$ cat src/rtl/instruction_loader_pkg.sv
// Shared definitions for the instruction loader and the instruction memory it fills.
// Holds the state encoding, bus widths, default depth and the WordCount range check.
package instruction_loader_pkg;

   localparam int unsigned DEFAULT_DEPTH       = 32;
   localparam int unsigned DEFAULT_COUNT_WIDTH = 6;
   localparam int unsigned BYTE_W              = 8;
   localparam int unsigned WORD_W              = 32;
   localparam int unsigned BYTES_PER_WORD      = WORD_W / BYTE_W;

   typedef enum logic [1:0] {
      ST_IDLE    = 2'd0,
      ST_COLLECT = 2'd1,
      ST_WRITE   = 2'd2,
      ST_DONE    = 2'd3
   } loader_state_e;

   // A session must load at least one word and must fit in the memory.
   function automatic logic count_ok(input int unsigned count, input int unsigned depth);
      return (count != 0) && (count <= depth);
   endfunction

endpackage

$ cat src/rtl/instruction_loader_if.sv
// Control, byte-stream and memory-write signals of the instruction loader.
// The master drives the session and the byte stream; the slave is the loader.
interface instruction_loader_if
   import instruction_loader_pkg::*;
#(
   parameter int unsigned COUNT_WIDTH = DEFAULT_COUNT_WIDTH
);

   logic                   start;
   logic [COUNT_WIDTH-1:0] word_count;
   logic [BYTE_W-1:0]      byte_in;
   logic                   byte_valid;
   logic                   byte_ready;
   logic                   write_enable;
   logic [WORD_W-1:0]      write_address;
   logic [WORD_W-1:0]      write_data;
   logic                   busy;
   logic                   done;
   logic                   error;
   logic [BYTE_W-1:0]      checksum;

   modport master (
      output start, word_count, byte_in, byte_valid,
      input  byte_ready, write_enable, write_address, write_data,
             busy, done, error, checksum
   );

   modport slave (
      input  start, word_count, byte_in, byte_valid,
      output byte_ready, write_enable, write_address, write_data,
             busy, done, error, checksum
   );

endinterface

$ cat src/rtl/instruction_loader_byte_assembler.sv
// Packs accepted bytes little-endian into a 32-bit word.
// word_c is the word including the byte being loaded; full_c marks the 4th byte.
module instruction_loader_byte_assembler
   import instruction_loader_pkg::*;
(
   input  logic              clock,
   input  logic              reset_n,
   input  logic              clear,
   input  logic              load,
   input  logic [BYTE_W-1:0] byte_in,
   output logic [WORD_W-1:0] word_c,
   output logic              full_c
);

   localparam int unsigned IDX_W = $clog2(BYTES_PER_WORD);

   logic [IDX_W-1:0]  idx_q;
   logic [WORD_W-1:0] word_q;

   // Insert the incoming byte at the current lane.
   always_comb begin
      word_c = word_q;
      word_c[{idx_q, 3'b000} +: BYTE_W] = byte_in;
   end

   assign full_c = load && (idx_q == IDX_W'(BYTES_PER_WORD - 1));

   always_ff @(posedge clock or negedge reset_n) begin
      if (!reset_n) begin
         idx_q  <= '0;
         word_q <= '0;
      end else if (clear) begin
         idx_q  <= '0;
         word_q <= '0;
      end else if (load) begin
         idx_q  <= idx_q + IDX_W'(1);
         word_q <= word_c;
      end
   end

endmodule

$ cat src/rtl/instruction_loader.sv
// Loads a byte stream into instruction memory as little-endian 32-bit words.
// Holds the session FSM, word address counter and running byte checksum.
module instruction_loader
   import instruction_loader_pkg::*;
#(
   parameter int unsigned DEPTH       = DEFAULT_DEPTH,
   parameter int unsigned COUNT_WIDTH = DEFAULT_COUNT_WIDTH
)
(
   input logic                 clock,
   input logic                 reset_n,
   instruction_loader_if.slave bus
);

   loader_state_e          state_q;
   loader_state_e          state_d;

   logic [COUNT_WIDTH-1:0] count_q;
   logic [COUNT_WIDTH-1:0] addr_q;
   logic [BYTE_W-1:0]      checksum_q;
   logic [WORD_W-1:0]      wr_data_q;
   logic                   ready_q;
   logic                   we_q;
   logic                   busy_q;
   logic                   done_q;
   logic                   error_q;

   logic                   take_c;
   logic                   start_ok_c;
   logic                   start_bad_c;
   logic                   last_word_c;
   logic [WORD_W-1:0]      word_c;
   logic                   full_c;

   // A byte moves only while collecting; byte_ready tracks ST_COLLECT exactly.
   assign take_c = (state_q == ST_COLLECT) && bus.byte_valid;

   instruction_loader_byte_assembler u_byte_assembler (
      .clock   (clock),
      .reset_n (reset_n),
      .clear   (start_ok_c),
      .load    (take_c),
      .byte_in (bus.byte_in),
      .word_c  (word_c),
      .full_c  (full_c)
   );

   // Next-state and session control decode.
   always_comb begin
      state_d     = state_q;
      start_ok_c  = 1'b0;
      start_bad_c = 1'b0;
      last_word_c = 1'b0;
      case (state_q)
         ST_IDLE, ST_DONE: begin
            if (bus.start) begin
               if (count_ok(32'(bus.word_count), DEPTH)) begin
                  start_ok_c = 1'b1;
                  state_d    = ST_COLLECT;
               end else begin
                  start_bad_c = 1'b1;
                  state_d     = ST_IDLE;
               end
            end
         end
         ST_COLLECT: begin
            if (full_c) begin
               state_d = ST_WRITE;
            end
         end
         ST_WRITE: begin
            last_word_c = ((addr_q + COUNT_WIDTH'(1)) == count_q);
            state_d     = last_word_c ? ST_DONE : ST_COLLECT;
         end
         default: begin
            state_d = ST_IDLE;
         end
      endcase
   end

   always_ff @(posedge clock or negedge reset_n) begin
      if (!reset_n) begin
         state_q    <= ST_IDLE;
         count_q    <= '0;
         addr_q     <= '0;
         checksum_q <= '0;
         wr_data_q  <= '0;
         ready_q    <= 1'b0;
         we_q       <= 1'b0;
         busy_q     <= 1'b0;
         done_q     <= 1'b0;
         error_q    <= 1'b0;
      end else begin
         state_q <= state_d;
         // Status strobes are registered from the next state so they align with it.
         ready_q <= (state_d == ST_COLLECT);
         we_q    <= (state_d == ST_WRITE);
         busy_q  <= (state_d == ST_COLLECT) || (state_d == ST_WRITE);

         if (start_ok_c) begin
            count_q    <= bus.word_count;
            addr_q     <= '0;
            checksum_q <= '0;
            done_q     <= 1'b0;
            error_q    <= 1'b0;
         end

         if (start_bad_c) begin
            done_q  <= 1'b0;
            error_q <= 1'b1;
         end

         if (take_c) begin
            checksum_q <= checksum_q + bus.byte_in;
            if (full_c) begin
               wr_data_q <= word_c;
            end
         end

         if (state_q == ST_WRITE) begin
            addr_q <= addr_q + COUNT_WIDTH'(1);
            if (last_word_c) begin
               done_q <= 1'b1;
            end
         end
      end
   end

   assign bus.byte_ready    = ready_q;
   assign bus.write_enable  = we_q;
   assign bus.write_address = WORD_W'(addr_q);
   assign bus.write_data    = wr_data_q;
   assign bus.busy          = busy_q;
   assign bus.done          = done_q;
   assign bus.error         = error_q;
   assign bus.checksum      = checksum_q;

endmodule

$ cat src/flat_wrapper.sv
// flat-port wrapper written by rule: the top's interface ports become plain ports
module instruction_loader_flat import instruction_loader_pkg::*;
#(
   parameter int unsigned DEPTH       = DEFAULT_DEPTH,
   parameter int unsigned COUNT_WIDTH = DEFAULT_COUNT_WIDTH
)
  (clock, reset_n, bus_start, bus_word_count, bus_byte_in, bus_byte_valid, bus_byte_ready, bus_write_enable, bus_write_address, bus_write_data, bus_busy, bus_done, bus_error, bus_checksum);
  instruction_loader_if #(.COUNT_WIDTH(COUNT_WIDTH)) bus_i ();
  input logic clock;
  input logic reset_n;
  input wire logic [$bits(bus_i.start)-1:0] bus_start;
  input wire logic [$bits(bus_i.word_count)-1:0] bus_word_count;
  input wire logic [$bits(bus_i.byte_in)-1:0] bus_byte_in;
  input wire logic [$bits(bus_i.byte_valid)-1:0] bus_byte_valid;
  output wire logic [$bits(bus_i.byte_ready)-1:0] bus_byte_ready;
  output wire logic [$bits(bus_i.write_enable)-1:0] bus_write_enable;
  output wire logic [$bits(bus_i.write_address)-1:0] bus_write_address;
  output wire logic [$bits(bus_i.write_data)-1:0] bus_write_data;
  output wire logic [$bits(bus_i.busy)-1:0] bus_busy;
  output wire logic [$bits(bus_i.done)-1:0] bus_done;
  output wire logic [$bits(bus_i.error)-1:0] bus_error;
  output wire logic [$bits(bus_i.checksum)-1:0] bus_checksum;
  assign bus_i.start = bus_start;
  assign bus_i.word_count = bus_word_count;
  assign bus_i.byte_in = bus_byte_in;
  assign bus_i.byte_valid = bus_byte_valid;
  assign bus_byte_ready = bus_i.byte_ready;
  assign bus_write_enable = bus_i.write_enable;
  assign bus_write_address = bus_i.write_address;
  assign bus_write_data = bus_i.write_data;
  assign bus_busy = bus_i.busy;
  assign bus_done = bus_i.done;
  assign bus_error = bus_i.error;
  assign bus_checksum = bus_i.checksum;
  instruction_loader #(.DEPTH(DEPTH), .COUNT_WIDTH(COUNT_WIDTH)) u_core (.clock(clock), .reset_n(reset_n), .bus(bus_i));
endmodule
$ cat config.mk
export PLATFORM = sky130hd
export DESIGN_NAME = instruction_loader_flat
export DESIGN_NICKNAME = d
export VERILOG_FILES = /design/src/rtl/instruction_loader_pkg.sv /design/src/rtl/instruction_loader_if.sv /design/src/rtl/instruction_loader_byte_assembler.sv /design/src/rtl/instruction_loader.sv /design/src/flat_wrapper.sv
export SDC_FILE = /design/constraint.sdc
export NUM_CORES = 1
export LEC_CHECK = 0
export CORE_MARGIN = 8
export CORE_UTILIZATION = 52
export DETAILED_ROUTE_END_ITERATION = 16
export PLACE_DENSITY_LB_ADDON = 0.25
export REMOVE_ABC_BUFFERS = 1
export SLEW_MARGIN = 20
export SYNTH_ARGS = -nofsm -noshare
export SYNTH_HDL_FRONTEND = slang
export SYNTH_HIERARCHICAL = 1
export SYNTH_SLANG_ARGS = --single-unit
$ cat constraint.sdc
create_clock -name clock -period 2.7 [get_ports clock]
set_clock_uncertainty 0.2 [all_clocks]
set_input_delay 0.54 -clock clock [delete_from_list [all_inputs] [get_ports clock]]
set_output_delay 0.54 -clock clock [all_outputs]
set_load 0.02 [all_outputs]
### Word level (Yosys, flattened, before mapping)

Index checks and enable logic that the tools add are counted.

* register bits: 93
* output and inout bits: 77
* logic and storage cells: 64

* add/subtract/negate cells: 4
* $lt $le $gt $ge: 1
* equal/unequal tests: 7
* shift operators: 2
* multiplexer cells: 27
* reduce and logical (&&, ||, !) cells: 11

Operators with widths (number)
* $mux W32: 2
* $bwmux W32: 1
* $shift A8 B7 Y32 const A: 1
* $shiftx A8 B7 Y32: 1
* $mux W8: 2
* $mux W1: 14
* $mux W6: 2
* $mux W2: 5
* $add A8 B8 Y8: 1
* $eq A2 B2 Y1 const B: 4
* $neg A5 Y7: 1
* $add A6 B1 Y6 const B: 1
* $eq A6 B6 Y1: 1
* $le A6 B6 Y1 const B: 1
* $pmux W2 S3: 1
* $reduce_bool A2 Y1: 3
* $reduce_bool A6 Y1: 1
* $eq A2 B1 Y1 const B: 2
* $logic_and A1 B1 Y1: 3
* $add A2 B1 Y2 const B: 1
* $logic_not A2 Y1: 1
* $reduce_and A2 Y1: 1
* $reduce_or A2 Y1: 1
* $logic_or A1 B1 Y1: 1

### Longest topological paths before layout

* word-level depth: 9
* gate-level depth with buffers: 12

### Cells and area by module

Netlist, hierarchy kept.

By module, submodules not included
* instruction_loader: instances 1, cells an instance 250, area an instance 2925.3 µm²
* instruction_loader_byte_assembler: instances 1, cells an instance 208, area an instance 1906.8 µm²

### Worst setup path after synthesis

No wires, ideal clock.

* kind: input to register
* start: input bus_word_count[2]
* end: register u_core.u_byte_assembler.idx_q[0]
* setup time: 0.132 ns
* data arrival time: 2.364 ns
* data required time: 2.368 ns
* slack: 0.004 ns
* stages: 9
* buffers on the path: 3
* cells stage by stage: or4_1 > nor2_1 > xnor2_1 > nand3_2 > inv_2 > buf_6 > clkbuf_1 > clkbuf_1 > nor2_1

* word-level cells in the longest chain between the ends: 6
* elaborated cells between the ends (all ways): 8
* classes of those cells: order compare: 1; mux: 4; reduce/logical: 3

RTL lines
* start: declaration: line flat_wrapper.sv:12 `input wire logic [$bits(bus_i.word_count)-1:0] bus_word_count;`
* $le A6 B6 Y1 / $reduce_bool A6 Y1 (equally long branches): line instruction_loader_pkg.sv:20 `return (count != 0) && (count <= depth);`
* $logic_and A1 B1 Y1 *: line instruction_loader_pkg.sv:20
* $mux W1 *: line instruction_loader.sv:57 `if (count_ok(32'(bus.word_count), DEPTH)) begin`
* $mux W1 *: line instruction_loader.sv:56 `if (bus.start) begin`
* $mux W1 *: line instruction_loader.sv:54 `case (state_q)`
* net u_core.start_ok_c: line instruction_loader.sv:29 `logic start_ok_c;`
* $mux W2 / $reduce_bool A2 Y1 (equally long branches)
* end signal: assignment: line instruction_loader_byte_assembler.sv:36 `idx_q <= idx_q + IDX_W'(1);`
* end: declaration: line instruction_loader_byte_assembler.sv:17 `logic [IDX_W-1:0] idx_q;`

The timed path passes the listed nets; every way through them passes the cells marked *.
A chain may end at the register's enable or synchronous reset.

### Final worst setup path

* start: input bus_word_count[2]
* end: register u_core.u_byte_assembler.word_q[18]

* word-level cells in the longest chain between the ends: 6
* elaborated cells between the ends (all ways): 8
* classes of those cells: order compare: 1; mux: 4; reduce/logical: 3

RTL lines
* $le A6 B6 Y1 / $reduce_bool A6 Y1 (equally long branches): line instruction_loader_pkg.sv:20
* $logic_and A1 B1 Y1 *: line instruction_loader_pkg.sv:20
* $mux W1 *: line instruction_loader.sv:57
* $mux W1 *: line instruction_loader.sv:56
* $mux W1 *: line instruction_loader.sv:54
* $mux W32 / $reduce_bool A2 Y1 (equally long branches)
* end signal: assignment: line instruction_loader_byte_assembler.sv:37 `word_q <= word_c;`
* end: declaration: line instruction_loader_byte_assembler.sv:18 `logic [WORD_W-1:0] word_q;`

Mark *: on every way between the ends. The rest lies on a longest branch, timed or not.

==> results.md <==
* Outcome: finished, final reports clean
* Crit start category: input port
* Layout cells sized above 1 at 16.8%
* Final setup vio count at 0
* First-pass GRT wire length at 18800 um
* Seq/Total Area, Yosys at 48.2%
* Die H at 112 um
* Fin Setup TNS at 0 ns
* Reg2reg path depth at 8
* RD Place Congestion at 0.879
* Crit path time final at 2.55 ns
* Setup CP Type: input port to register
* HPWL Detailed at 8310 um
* Number of global-route vias before repair at approximately 3700
* Unique masters post-synth at 50
* Clock Tree Buf Depth at 2
* Syn_area_per_cell at 10.6 sq um
* Boundary Pins at 95
* Commonest cells in the netlist: dfrtp_1 (93), nand2_1 (59), mux2_2 (33)
* DRT iter0 DRCs at 205
* Peak Freq at 392 MHz
* Fillers at 725
* Initial Util at a little over half
* Antenna violations before repair at 0
* CTS H-tree lvls at 3
* Post-CTS Setup Repair Bufs at 0
* Seq pwr share at 41.8%
* Pwr Density at 670 nW/um^2
* Slew Limit Headroom at 66.6%
* Synthesis-to-layout area growth at 21.8%
* Detail Route Antenna Nets at 0
* Total core area at 9110 sq um
* Die X at 112 um
* Drt drc at 0
* Worst Tran Pin Value at 0.501 ns
* Synth warnings at 6
* Vias/cell at 5.46
* Clock-pin slew on the worst setup and hold paths at 0.09 ns
* Fin util at 64.6%
* Max Cap Viol at 0
* Root Driver: clkbuf_8
* Hold crit path type: register to register
* CP arrival at 2.59 ns
* Post_cts resized at 0
* Sw Share at 34.9%
* Port Buf Inserts at 68
* Clock Sink Count at 93
* Synth Instances at 458
* Register cell area after layout at roughly 2300 sq um
* Total Wirelength at 11100 um
* Detailed Routing Iterations Pass 1 at 4
* Number of flops mapped to enable cells by yosys at 0
* FP Rows at 35
* Grt total ovfl at 0
* Fin crit share at 94.5%
* Total global-route track usage at between 15 and 20%
* CTS Buf Count at 9
* Cell taking the most area after synthesis: dfrtp_1
* Final Hold Viols at 0
* Ys flop type: dfrtp_1
* Combinational share of power at a little over a third
* Asr flop ratio synth at 100%
* Slew Limit Fails at 0
* DR vias at 3593
* Die ar. at 12600 sq um
* Maximum vdd drop at 0.432 mV
* Min-delay src: u_core/bus.done$_DFF_PN0_
* Worst setup EP type: register
* Int Power at 2570 uW
* CTS tree: built
* Most frequent cell after synthesis: dfrtp_1
* Switching power total at about 1400 uW
* Clk Latency, worst-skew pair at about 0.36 ns
* Synthesized area at 4830 sq um
* RSZ-0062 raised after global routing: false
* Synth top area share at 48.2%
* CP Launch Point: bus_word_count[2]
* Crit path max fanout at 8
* Synth area leaders: dfrtp_1 (48%), mux2_2 (7.7%), a22o_1 (5.6%)
* Pin count of the biggest net entering global routing at 38
* Req. time, crit path at ~2.7 ns
* # nets final at 578
* Drt wl/cell at 16.9 um
* Ant diodes at 0
* Clk pwr share at 23.3%
* Reg-to-reg startpoint: u_core/addr_q[0]$_DFFE_PN0P_
* Leak pwr at ~0.0028 uW
* Hold path depth at 1
* Area of the multi-input gates at 2130 sq um
* Yosys reg bits at 93
-- path summary, 6_finish.rpt --
kind | endpoint | slack (ns)
setup reg to reg | u_core/bus.busy$_DFF_PN0_ | 0.35
hold / removal | u_core/bus.done$_DFF_PN0_ | 0.29
min in group asynchronous | u_core/bus.write_data[16]$_DFFE_PN0P_ | 0.48
setup / recovery | u_core/u_byte_assembler/word_q[18]$_DFFE_PN0P_ | 0.15
max in group asynchronous | u_core/u_byte_assembler/word_q[5]$_DFFE_PN0P_ | 1.13
hold reg to reg | u_core/bus.done$_DFF_PN0_ | 0.29
-- per-stage QoR --
step / power [uW] / hold WS (ns) / setup WS (ns) / cells / area (sq um)
2_1_floorplan: 2460 / 0.0444 / -0.194 / 427 / 4570
3_3_place_gp: 2990 / 0.263 / -0.163 / 642 / 5690
4_1_cts: 3960 / 0.295 / 0.159 / 658 / 5890
5_1_grt: 4190 / 0.324 / 0.0874 / 658 / 5890
6_report: 3950 / 0.287 / 0.149 / 658 / 5890
3_5_place_dp: 3030 / 0.274 / -0.215 / 642 / 5690
-- critical path, stage by stage --
cell and delay, ns:
clkdlybuf4s50_1 0.41, or4_1 0.54, nor2_1 0.13, xnor2_1 0.15, nand3_2 0.12, inv_2 0.15
and4b_1 0.32, a22o_1 0.23
-- placed cells by master (no fill, tap or decap), drive strengths merged, types with 2 or more instances in the layout --
cell           count
ha                16
a22o              31
o2bb2ai            2
and2               3
nor4bb             2
nand2             59
mux2i              5
or4                2
buf               37
conb              26
and4bb             2
o21bai             2
a21oi             17
nand3             17
xnor2             10
o22ai              8
nand4              3
xor2               6
clkdlybuf4s50     67
a32oi              6
o21ai             20
clkbuf            11
nor2              11
nand3b             2
a21o               5
dfrtp             93
mux2              33
inv               30
clkinv             3
-- sequential cells by signal, indices dropped and copies added (netlist names) --
| register | count |
|---|---|
| u_core/bus.busy | 1 |
| u_core/count_q | 6 |
| u_core/bus.checksum | 8 |
| u_core/bus.write_enable | 1 |
| u_core/addr_q | 6 |
| u_core/bus.error | 1 |
| u_core/u_byte_assembler/word_q | 32 |
| u_core/bus.write_data | 32 |
| u_core/u_byte_assembler/idx_q | 2 |
| u_core/bus.done | 1 |
| u_core/bus.byte_ready | 1 |
| u_core/state_q | 2 |
-- cells by family after synthesis --
group	Yosys count	share of synthesized area, %
mux	38	8.73
simple gates	109	11.1
buf+inv	86	9.63
flops	93	48.2
other cells	1	0.0776
fa+ha+maj	17	4.56
xor+xnor	16	3.06
compound gates	98	14.7
-- final cells by class --
cell class | count | area share (%)
clock buffers | 11 | 2.40
clock inverters | 4 | 0.829
multi-input cells | 304 | 36.2
well taps | 111 | 2.36
flip-flops and latches | 93 | 39.5
repair buffers | 105 | 16.7
inverters | 30 | 1.91
-- layer usage --
layer	track usage [%]	wire (um)	up-vias	part of all wire [%]
met5	0	0	-	0
met4	8.27	312	0	2.8
met3	3.44	638	22	5.7
met2	29.0	5180	119	47
li1	-	-	1706	-
met1	24.0	4990	1746	45
-- what timing repair did --
| item | CTS | global route |
|---|---|---|
| endpoints found under the hold margin | 35 | 0 |
| hold buffers | 1 | 0 |
| setup endpoints to repair | 0 | 0 |
-- power by group through the flow --
stage                     sequential [uW]  clock (uW)  combinational [uW]
after floorplan                      1740           0                 723
after global placement               1670           0                1320
after detailed placement             1670           0                1360
after CTS                            1650         940                1370
after global routing                 1670        1010                1520
final                                1650         920                1380
No activity file was read; power rests on OpenSTA's default activity.
==> RTL edit 1: new RTL, same settings <==
Re-encode `loader_state_e` (4 states) as one-hot, 4 bits wide.
--- a/src/rtl/instruction_loader_pkg.sv
+++ b/src/rtl/instruction_loader_pkg.sv
@@ -9,9 +9,9 @@
    localparam int unsigned BYTES_PER_WORD      = WORD_W / BYTE_W;
 
-   typedef enum logic [1:0] {
-      ST_IDLE    = 2'd0,
-      ST_COLLECT = 2'd1,
-      ST_WRITE   = 2'd2,
-      ST_DONE    = 2'd3
+   typedef enum logic [3:0] {
+      ST_IDLE    = 4'b0001,
+      ST_COLLECT = 4'b0010,
+      ST_WRITE   = 4'b0100,
+      ST_DONE    = 4'b1000
    } loader_state_e;
 
Check against the original RTL: no difference found for any inputs over 4 cycles, from zero or initial values and one cycle with reset_n low; so few cycles prove little.
==> RTL edit 1 against the unedited design <==
Worst setup slack lost 0.0022 ns; largest cell class unchanged; sequential cell count grew 2; critical path type unchanged; cell area grew 3.7%; synthesized area grew 3.7%; wire length grew 11%; utilization shrank 0.71 points; critical endpoint is now u_core/u_byte_assembler/word_q[21].
Power is not compared: it rests on default switching activity, and its combinational part moved more than twofold at a synthesized area within 25%.
==> RTL edit 1: results (changes against the unedited design) <==
stage;metric;value;unit;change
detailed_routing;first_pass_iters;4;;unchanged
synth;ys_types;59;;+18%
sta;finalSetupViolations;0;;unchanged
place;dpl_cell_area;5900;um^2;+3.7%
worst_setup_path;rr_startpoint;u_core/state_q[3];;
min_path;worstHoldEndpoint;u_core/bus.write_data[16];;
detailed_routing;viasPerCell;5.51;;+0.87%
place;portBuffers;68;;unchanged
global_routing;antenna_found_initial;0;;unchanged
cells_and_area;final_layout_size_suffix_gt1_frac;0.179;;+0.0113
synth;synthMuxAreaShare;0.0762;;-0.0111
synth;netlist_instances;483;;+5.5%
pwr;p_comb_frac;0.208;;
worst_setup_path;crit_start;bus_word_count[0];;
detailed_routing;drt-initial-drc-count;214;;+4.4%
place;placed_cells;690;;+7.5%
global_routing;grt_pass1_vias;3950;;+6.9%
worst_setup_path;crit_arrival;2.65;ns;+0.06 ns
global_routing;grt_max_degree;47;;+24%
global_routing;grt_usage;0.192;;+0.00848
place;place_hpwl;9160;um;+10%
detailed_routing;vias;3894;;+8.4%
min_path;holdPathStages;1;;unchanged
sta;whs;0.308;ns;+0.0211 ns
worst_setup_path;r2r-end;u_core/bus.write_data[17];;
worst_setup_path;reg2reg_slack;0.37;ns;+0.02 ns
worst_setup_path;r2r.worst_path.cells;9;;+1
min_path;min-delay-start;u_core/bus.write_data[16];;
synth;synth_fa_ha_area_frac;0.0365;;-0.00911
synth;synth_seq_area_share;0.475;;-0.00684
global_routing;grt_pass1_wl;19700;um;+4.5%
pwr;p_sw_frac;0.299;;
synth;synth-compound-area-share;0.161;;+0.0140
run_status;outcome;complete, no violations;;
synth;synth-xor-area-share;0.0245;;-0.00608
sta;fin_crit_sh;0.945;;about the same
cells_and_area;fill_cells;804;;+11%
synth;synth_common_cells;94 x dfrtp_1, 59 x nand2_1, 33 x mux2_2, 31 x a22o_1, 29 x buf_4;;
cells_and_area;num-nets-final;601;;+4.0%
clocking;path_clk_slew;0.09;ns;about the same
place;post-place-ws;-0.204;ns;+0.0106 ns
clocking;cts-hold-fix-buffers;1;;unchanged
detailed_routing;wl_per_cell;17.4;um;+3.0%
-- RTL edit 1: cell count changes after synthesis, moves of 4 or more --
| cell | change |
|---|---|
| o21ai_0 | +6 |
| nor2_1 | +5 |
| a211oi_1 | +4 |
| inv_1 | -4 |
| mux2i_1 | -4 |
| o21ai_2 | +4 |
-- RTL edit 1: kinds of logic after synthesis --
| kind of cell | count (synthesis) |
|---|---|
| buffers and inverters | 82 |
| AO/OA/AOI/OAI | 112 |
| XOR/XNOR | 14 |
| adder cells (fa/ha/maj) | 14 |
| multiplexers | 34 |
| other | 1 |
| flip-flops | 95 |
| AND/OR/NAND/NOR | 131 |
-- RTL edit 1: cell type report --
class                   instances  area (um^2)  area share
repair buffers                106          991       0.162
flip-flops and latches         95         2380       0.390
multi-input cells             331         2270       0.372
inverters                      26          100      0.0164
clock buffers                   9          124      0.0203
well taps                     133          166      0.0273
clock inverters                 7         71.3      0.0117
-- RTL edit 1: layer usage --
layer,part of all wire,GRT usage,vias up
li1,-,-,1818
met1,0.43,0.235,1961
met2,0.50,0.323,103
met3,0.059,0.0443,12
met4,0.015,0.0728,0
met5,0,0,-
-- RTL edit 1: worst max-delay path by stage --
stage,cells after the start,end
after floorplan,8,u_core/bus.write_data[0]
after global placement,7,u_core/u_byte_assembler/word_q[22]
after detailed placement,7,u_core/u_byte_assembler/word_q[4]
after CTS,7,u_core/u_byte_assembler/word_q[21]
after global routing,7,u_core/u_byte_assembler/word_q[19]
final,7,u_core/u_byte_assembler/word_q[21]
-- RTL edit 1: critical path, stage by stage --
cell and delay [ns]:
clkdlybuf4s50_1 0.44, or4_4 0.54, or3_4 0.36, nand3_4 0.10, inv_4 0.05, and4b_1 0.42
a22o_1 0.19
==> RTL edit 2: new RTL, config.mk and constraints unchanged <==
Made on the original files. `WORD_W`: 32 -> 64.
--- a/src/rtl/instruction_loader_pkg.sv
+++ b/src/rtl/instruction_loader_pkg.sv
@@ -6,5 +6,5 @@
    localparam int unsigned DEFAULT_COUNT_WIDTH = 6;
    localparam int unsigned BYTE_W              = 8;
-   localparam int unsigned WORD_W              = 32;
+   localparam int unsigned WORD_W              = 64;
    localparam int unsigned BYTES_PER_WORD      = WORD_W / BYTE_W;
 
Interface: changed (resized bus_write_address and bus_write_data); port bits go from 95 to 159. The function was not compared with the original's and may differ.
==> RTL edit 2 against the unedited design <==
Synthesized area rose by 75%; non-clock buffer count rose by 53; hold slack improved by 0.0069 ns; fmax increased by 0.65%; critical path type is now flip-flop to flip-flop; global-route usage rose by 1.9 points; worst setup slack better by 0.016 ns; power increased by 96%; die area is 63% higher; highest routed layer unchanged; largest power group unchanged; via count increased by 67%; first-iteration DRC count grew 52%; sequential cell count up 65; cell area grew 78%; wire length up 84%.
==> RTL edit 2: results (changes against the unedited design) <==
stage;metric;value;unit;change
global_routing;grt_usage;0.202;;+0.0189
clocking;cts_max_level;4;;+1
clocking;cts_sinks;158;;+70%
global_routing;grt_use_met3;0.0528;;+0.0184
die;die_area;20600;um^2;+63%
detailed_routing;vias;5983;;+67%
clocking;cts-root-buf;clkbuf_16;;
place;post-place-ws;-0.159;ns;+0.0565 ns
synth;synth_area_per_cell;11.0;um^2;+4.6%
run_status;outcome;complete, no violations;;
place;gp_congestion;0.857;;-2.5%
cells_and_area;num-nets-final;942;;+63%
cells_and_area;buffers;158;;+50%
synth;ys_types;54;;+8.0%
detailed_routing;wl_met2;10400;um;+100%
pwr;leakagePower;5.08;nW;+82%
pwr;ir_drop;0.000569;V;+32%
pwr;p_sw_frac;0.343;;-0.00600
clocking;cts_buffers;17;;+8
synth;synth_common_cells;158 x dfrtp_1, 120 x nand2_1, 109 x mux2_2, 66 x mux2i_1, 59 x buf_4;;
place;dpl_cell_area;9860;um^2;+73%
worst_setup_path;crit_slowest_cell;or3_4;;
clocking;path_clk_slew;0.06;ns;-0.03 ns
clocking;insertion_delay;0.43;ns;+0.07 ns
cells_and_area;finalCoreUtilization;0.660;;+0.0142
detailed_routing;wl_per_cell;18.0;um;+6.6%
sta;tightest_slew;0.977;ns;+0.476 ns
place;portBuffers;100;;+47%
cells_and_area;nClkBuffers;19;;+8
place;place_hpwl;14900;um;+79%
detailed_routing;drt-initial-drc-count;312;;+52%
global_routing;met2_usage;0.352;;+0.0619
cells_and_area;seqCellArea;3950;um^2;+70%
detailed_routing;wirelength_met1;8360;um;+68%
cells_and_area;multi_input_area;4060;um^2;+90%
pwr;p_switching;2.65;mW;+93%
global_routing;gr-usage-met1;0.237;;-0.00329
detailed_routing;dr_wl_met3;1280;um;+100%
synth;synth_seq_area_share;0.466;;-0.0153
pwr;seqPwrFrac;0.345;;-0.073
global_routing;grt_pass1_vias;6379;;+73%
cells_and_area;fill_cells;1195;;+65%
worst_setup_path;worst_path_largest_cell_delay;0.37;ns;-0.17 ns
cells_and_area;buf_share;0.146;;-0.0215
worst_setup_path;crit_arrival;2.65;ns;+0.06 ns
global_routing;grt_pass1_wl;32600;um;+73%
detailed_routing;first_pass_iters;5;;+1
pwr;p_comb;2.58;mW;+87%
cells_and_area;clkCellAreaFrac;0.0587;;+0.0264
global_routing;grt_max_degree;64;;+68%
synth;yosys-top-cells-area;dfrtp_1 47%, mux2_2 14%, mux2i_1 7.8%, nand2_1 5.3%, buf_4 5.2%;;
place;placed_cells;1099;;+71%
detailed_routing;wl;20400;um;+84%
cells_and_area;nNonClkInverters;16;;-47%
cells_and_area;num-multi-input-gates;553;;+82%
==> RTL edit 2: changes by cell type after synthesis, sizes merged, moves of 10 or more <==
cell / delta
nand3: +14
nand2: +61
o21ai: +10
inv: -14
a21oi: -11
o31ai: +14
mux2i: +61
a22o: -31
dfrtp: +65
mux2: +76
buf: +34
==> RTL edit 2: logic make-up (layout without fill, tap and decap cells) <==
family | after synthesis | count (layout) | synth area share
multiplexers | 175 | 175 | 0.223
flip-flops | 158 | 158 | 0.466
other | 1 | 58 | 0.000442
adder cells (fa/ha/maj) | 20 | 20 | 0.0304
AO/OA/AOI/OAI | 68 | 68 | 0.0565
AND/OR/NAND/NOR | 215 | 215 | 0.125
XOR/XNOR | 17 | 17 | 0.0176
buffers and inverters | 114 | 206 | 0.0807
==> RTL edit 2: final timing paths <==
check	cells past startpoint	slack [ns]	end	from
setup / recovery	8	0.17	u_core/bus.write_data[32]	u_core/u_byte_assembler/idx_q[0]
hold / removal	1	0.29	u_core/bus.done	u_core/bus.done
setup reg to reg	8	0.17	u_core/bus.write_data[32]	u_core/u_byte_assembler/idx_q[0]
hold reg to reg	1	0.29	u_core/bus.done	u_core/bus.done
max in group asynchronous	3	1.16	u_core/u_byte_assembler/word_q[36]	reset_n
min in group asynchronous	2	0.47	u_core/bus.write_data[40]	reset_n
==> RTL edit 2: what timing repair did <==
item	CTS	global route
endpoints found under the hold margin	59	0
gates resized for setup	0	0
buffers inserted	0	1
hold buffers	1	0
endpoints found under the setup margin	0	8
==> RTL edit 2: critical path, delay by kind of cell (launching register included) <==
kind	cells	cell delay, ns
adder cells (fa/ha/maj)	2	0.45
flip-flops	1	0.36
multiplexers	2	0.60
AND/OR/NAND/NOR	2	0.59
buffers and inverters	2	0.23
